$ cat src/rtl/fir_ch_scheduler.sv
// rtl/fir_ch_scheduler.sv - round-robin multi-channel request scheduler for a shared FIR engine
module fir_ch_scheduler #(
    parameter int NUM_CH  = 4,
    parameter int DATA_W  = 16,
    parameter int OUT_W   = 38,
    parameter int TIMEOUT = 72
) (
    input  logic                       clk,
    input  logic                       rst,
    input  logic [NUM_CH-1:0]          req_valid,
    input  logic [NUM_CH*DATA_W-1:0]   req_data,
    output logic [NUM_CH-1:0]          req_ready,
    output logic                       fir_in_valid,
    output logic [DATA_W-1:0]          fir_in_data,
    input  logic                       fir_out_valid,
    input  logic [OUT_W-1:0]           fir_out_data,
    output logic                       res_valid,
    output logic [OUT_W-1:0]           res_data,
    output logic [$clog2(NUM_CH)-1:0]  res_ch,
    output logic                       res_err,
    input  logic                       res_ready,
    output logic                       busy
);
    localparam int CH_W  = $clog2(NUM_CH);
    localparam int CNT_W = $clog2(TIMEOUT + 1);

    typedef enum logic [1:0] {
        S_IDLE,
        S_ISSUE,
        S_WAIT,
        S_HOLD
    } state_t;

    state_t              r_state;
    state_t              w_next;
    logic [CH_W-1:0]     r_last;
    logic [CH_W-1:0]     r_ch;
    logic [DATA_W-1:0]   r_sample;
    logic [CNT_W-1:0]    r_cnt;
    logic [OUT_W-1:0]    r_res;
    logic                r_err;

    logic                w_any;
    logic [CH_W-1:0]     w_gnt_idx;
    logic [DATA_W-1:0]   w_sample;
    logic [CNT_W-1:0]    w_cnt_inc;
    logic                w_timeout;
    logic                w_grant;

    // Round-robin search starting just after the last granted channel.
    always_comb begin
        w_any     = 1'b0;
        w_gnt_idx = '0;
        w_sample  = '0;
        for (int i = 0; i < NUM_CH; i++) begin
            automatic int idx = (int'(r_last) + 1 + i) % NUM_CH;
            if (!w_any && req_valid[idx]) begin
                w_any     = 1'b1;
                w_gnt_idx = CH_W'(idx);
                w_sample  = req_data[idx*DATA_W +: DATA_W];
            end
        end
    end

    assign w_grant   = (r_state == S_IDLE) && w_any && rst;
    assign w_cnt_inc = r_cnt + CNT_W'(1);
    assign w_timeout = (w_cnt_inc == CNT_W'(TIMEOUT));

    always_ff @(posedge clk or negedge rst) begin
        if (!rst) begin
            r_state <= S_IDLE;
        end else begin
            r_state <= w_next;
        end
    end

    always_comb begin
        w_next = r_state;
        case (r_state)
            S_IDLE:  if (w_any) w_next = S_ISSUE;
            S_ISSUE: w_next = S_WAIT;
            // An engine result in the timeout cycle takes precedence over the error.
            S_WAIT:  if (fir_out_valid || w_timeout) w_next = S_HOLD;
            S_HOLD:  if (res_ready) w_next = S_IDLE;
            default: w_next = S_IDLE;
        endcase
    end

    always_ff @(posedge clk or negedge rst) begin
        if (!rst) begin
            r_last   <= CH_W'(NUM_CH - 1);
            r_ch     <= '0;
            r_sample <= '0;
            r_cnt    <= '0;
            r_res    <= '0;
            r_err    <= 1'b0;
        end else begin
            if (w_grant) begin
                r_last   <= w_gnt_idx;
                r_ch     <= w_gnt_idx;
                r_sample <= w_sample;
            end
            if (r_state == S_ISSUE) begin
                r_cnt <= '0;
            end
            if (r_state == S_WAIT) begin
                r_cnt <= w_cnt_inc;
                if (fir_out_valid) begin
                    r_res <= fir_out_data;
                    r_err <= 1'b0;
                end else if (w_timeout) begin
                    r_res <= '0;
                    r_err <= 1'b1;
                end
            end
        end
    end

    assign req_ready    = w_grant ? (NUM_CH'(1) << w_gnt_idx) : '0;
    assign fir_in_valid = (r_state == S_ISSUE);
    assign fir_in_data  = r_sample;
    assign res_valid    = (r_state == S_HOLD);
    assign res_data     = r_res;
    assign res_ch       = r_ch;
    assign res_err      = r_err;
    assign busy         = (r_state != S_IDLE);

endmodule

$ cat config.mk
export PLATFORM = sky130hd
export DESIGN_NAME = fir_ch_scheduler
export DESIGN_NICKNAME = d
export VERILOG_FILES = /design/src/rtl/fir_ch_scheduler.sv
export SDC_FILE = /design/constraint.sdc
export NUM_CORES = 1
export LEC_CHECK = 0
export ABC_AREA = 1
export BUFFER_PORTS_ARGS = -buffer_cell sky130_fd_sc_hd__buf_2
export CORE_UTILIZATION = 45
export DETAILED_ROUTE_END_ITERATION = 10
export GPL_ROUTABILITY_DRIVEN = 0
export PLACE_DENSITY = 0.74
export RECOVER_POWER = 100
export REMOVE_ABC_BUFFERS = 1
export SLEW_MARGIN = 0
export SYNTH_ARGS = -nofsm -noshare
export SYNTH_HDL_FRONTEND = slang
export SYNTH_SLANG_ARGS = --single-unit
$ cat constraint.sdc
create_clock -name clk -period 6 [get_ports clk]
set_input_delay 0.9 -clock clk [delete_from_list [all_inputs] [get_ports clk]]
set_output_delay 0.9 -clock clk [all_outputs]
set_load 0.02 [all_outputs]
==> metrics.md <==
| Metric | Value |
|---|---|
| Largest net degree at the start of global routing | `between 100 and 150` |
| Footprint of the multi-input gates | `around 2900 µm²` |
| Chip width | `between 100 and 150 µm` |
| Post-synth EDFFs | `0` |
| Post-synth cell types | `29` |
| Clock Power Share | `0.159` |
| Final-layout fill cell count | `1189` |
| Number of buffers created by CTS | `9` |
| Vias in the first global route | `approximately 4800` |
| Pleak | `3.29 nW` |
| Cells after Synth | `approximately 840` |
| Buf/Inv on CP | `3` |
| # DRC | `0` |
| Number of I/O pins | `about 170` |
| Worst Hold Class | `input port to asynchronous set/reset pin` |
| Crit start category | `flop` |
| Cell taking the most area after synthesis | `dfrtp_1` |
| Met2 WL post-DR | `6890 µm` |
| CP Capture Type | `output pin` |
| Crit-path most repeated cell | `nand2_2` |
| Setup TNS | `0 ns` |
| Crit-path max cell delay | `approximately 0.9 ns` |
| Minimum clock period | `~5.2 ns` |
| Setup slack after layout | `0.791 ns` |
| CTS clk-pin slew, worst paths | `approximately 0.060 ns` |
| Wire length on met1 | `about 6400 µm` |
| Drt initial violations | `around 390` |
| Sequential area share after synthesis | `0.331` |
| Avg WL per Cell | `approximately 13 µm` |
| Cell Rows | `38` |
| Status | `finished, violations left` |
| Max VDD drop | `approximately 0.26 mV` |
| Crit Path Class | `flop to output pin` |
| Reg area | `around 1700 µm²` |
| First-pass DRT Iterations | `5` |
| Comb power frac | `0.613` |
| Top layer in use | `met4` |
| Place WS | `between 1 and 1.5 ns` |
| Critical path's slowest cell | `dfstp_2` |
| CTS H-tree lvls | `3` |
| Share of layout cells above drive strength 1 | `0.155` |
| Post-CTS Setup Inserts | `0` |
| Clk_lat worst skew | `around 0.32 ns` |
| Worst R2R Start | `r_last[1]$_DFFE_PN1P_` |
| NetSw | `between 1.5 and 2 mW` |
| Max Slew Vio Count | `between 60 and 70` |
| IO Port Bufs | `approximately 170` |
| RSZ-0062 raised after global routing | `no` |
| Post-Route WL | `~14000 µm` |
| Power Density | `between 500 and 600 nW/µm²` |
| Routed Antenna Nets | `0` |
| Vias per inst | `around 4.9` |
| Worst Tran Pin Value | `3.60 ns` |
| Number of hold buffers added after cts | `0` |
| Final setup viols | `0` |
| Yosys warnings | `0` |
| GR Util All Layers | `0.239` |
| Final Cycle Share | `0.868` |
| Top_reg_cell synth | `dfrtp_1` |
| Critical path arrival | `about 4.3 ns` |
| Worst path cell trace | `inv_1, nand2_1, nand2_2, nand3_1, nand2_2, nand3_1, nand2_2, inv_2, nand2_1, nor2_1, clkbuf_1` |
| Core Box Area | `11000 µm²` |
| Vert. Die Dim | `~110 µm` |
| Clk buf depth | `2` |
| Reg power frac | `0.229` |
| Nets | `1088` |
| Critical Path RT | `between 5 and 6 ns` |
| Antenna fix cells | `0` |
| Rel. slew slack | `-1.40` |
| Root Driver | `clkbuf_16` |
| Clock sink count | `68` |
| TritonCTS clock tree | `yes` |
| Share of the synthesized area in the top cell type | `0.321` |
| Area contributors post-synth | `dfrtp_1 (32%), nand2_1 (28%), o21ai_0 (13%), inv_1 (5.0%), nand3_1 (4.8%)` |
| Initial antenna violation count | `0` |
| WL met3 | `between 500 and 600 µm` |
| Worst-path fanout max | `38` |
| Fmax | `roughly 190 MHz` |
| Clock skew | `roughly 0.0085 ns` |
| Final Hold Viols | `0` |
| Hpwl dp | `10100 µm` |
| Post-CTS sizing | `0` |
| R2r endpoint | `r_last[0]$_DFFE_PN1P_` |
| Mapped Area | `5140 µm²` |
| Sw frac | `0.527` |
| Vias | `between 5000 and 6000` |
| Failing checks | `capacitance limit, slew limit` |
| Max-cap violation count | `1` |
| Starting Density | `0.468` |
| Die area | `around 12000 µm²` |
| Ys async rst share | `1.00` |
| First-pass GRT wire length | `around 23000 µm` |
| Worst r2r path cells | `11` |
| Gr ovfl total | `0` |
| Internal power | `about 1.7 mW` |
| Synth Register Bits | `between 60 and 70` |
| Crit. Startpoint | `r_last[1]$_DFFE_PN1P_` |
| Avg Synthesized Cell Area | `around 6.2 µm²` |
| CP top delay family | `simple AND/OR/NAND/NOR gates` |
| Reg-to-reg slack, setup | `approximately 2.1 ns` |
| P&R area growth vs syn | `20.1%` |
through the flow:
step | hold WS (ns) | instances | utilization | area, µm² | power, mW
floorplan | 0.491 | 785 | - | 4880 | 2.38
global placement | 0.448 | 1101 | 0.542 | 5950 | 2.97
detailed placement | 0.453 | 1101 | 0.542 | 5950 | 3.01
CTS | 0.356 | 1116 | 0.571 | 6270 | 3.58
global route | 0.400 | 1116 | 0.562 | 6170 | 3.86
finish | 0.409 | 1116 | 0.562 | 6170 | 3.51
flip-flops by register name (all words and copies together), names as in the netlist:
name and cells:
r_state 2, res_ch 2, r_last 2, res_err 1
res_data 38, fir_in_data 16, r_cnt 7
synth_stat cells (6+ instances only):
| cell type | number |
|---|---|
| and2_0 | 7 |
| and2_1 | 9 |
| buf_2 | 19 |
| buf_4 | 6 |
| clkbuf_1 | 21 |
| dfrtp_1 | 66 |
| ha_1 | 6 |
| inv_1 | 69 |
| inv_2 | 7 |
| nand2_1 | 386 |
| nand2_2 | 8 |
| nand3_1 | 49 |
| nand4_1 | 18 |
| nor2_1 | 9 |
| o21ai_0 | 131 |
power by group through the flow:
stage,clock network [mW],registers (mW),logic [mW]
floorplan,0,1.05,1.33
global placement,0,0.798,2.17
detailed placement,0,0.802,2.20
CTS,0.568,0.798,2.21
global route,0.583,0.828,2.45
finish,0.557,0.803,2.15
worst register-to-register path: cells and delay by family (launching register included):
| kind | cells | cell delay, ns |
|---|---|---|
| flops | 1 | 0.91 |
| buf+inv | 2 | 0.89 |
| compound gates | 1 | 0.09 |
| simple gates | 8 | 1.92 |
per-layer routing:
layer  track usage  up-vias
met4        0.0521        0
li1              -     2902
met2         0.415      120
met5             0        -
met1         0.317     2481
met3        0.0299       12
worst max-delay path by stage:
| stage | slack (ns) | cells past startpoint | end |
|---|---|---|---|
| after floorplan | 1.59 | 10 | req_ready[3] |
| after global placement | 1.57 | 12 | req_ready[3] |
| after detailed placement | 1.48 | 12 | req_ready[3] |
| after CTS | 1.12 | 11 | req_ready[3] |
| after global routing | 0.38 | 11 | req_ready[2] |
| final | 0.79 | 11 | req_ready[2] |
layout make-up:
class / count / area share
clock buffers: 9 / 0.0365
clock inverters: 6 / 0.0146
inverters: 76 / 0.0462
multi-input cells: 641 / 0.468
flip-flops and latches: 68 / 0.276
well taps: 140 / 0.0284
repair buffers: 176 / 0.130
cell usage in the layout (no fill, tap or decap), types with 2 or more instances in the layout:
cell type,synthesis,final
nand4_1,18,18
bufinv_16,0,2
nand2_4,3,3
nand2_1,386,386
o21ai_0,131,132
ha_1,6,6
nand2_2,8,8
dfrtp_1,66,66
inv_2,7,6
o22ai_1,2,2
inv_1,69,70
and2_0,7,7
dfstp_2,2,2
nor2_1,9,9
clkinv_4,0,2
buf_2,19,109
and2_1,9,9
clkbuf_1,21,65
nand3_2,3,2
clkbuf_16,0,9
buf_4,6,2
nand3_1,49,50
a21oi_1,2,2
cell families (layout without fill, tap and decap cells):
group / after synthesis / count (layout) / synth area share
fa+ha+maj: 6 / 6 / 0.0146
compound gates: 139 / 139 / 0.137
flops: 68 / 68 / 0.331
buf+inv: 126 / 267 / 0.105
simple gates: 496 / 496 / 0.412
Power figures use the tool's default switching activity.
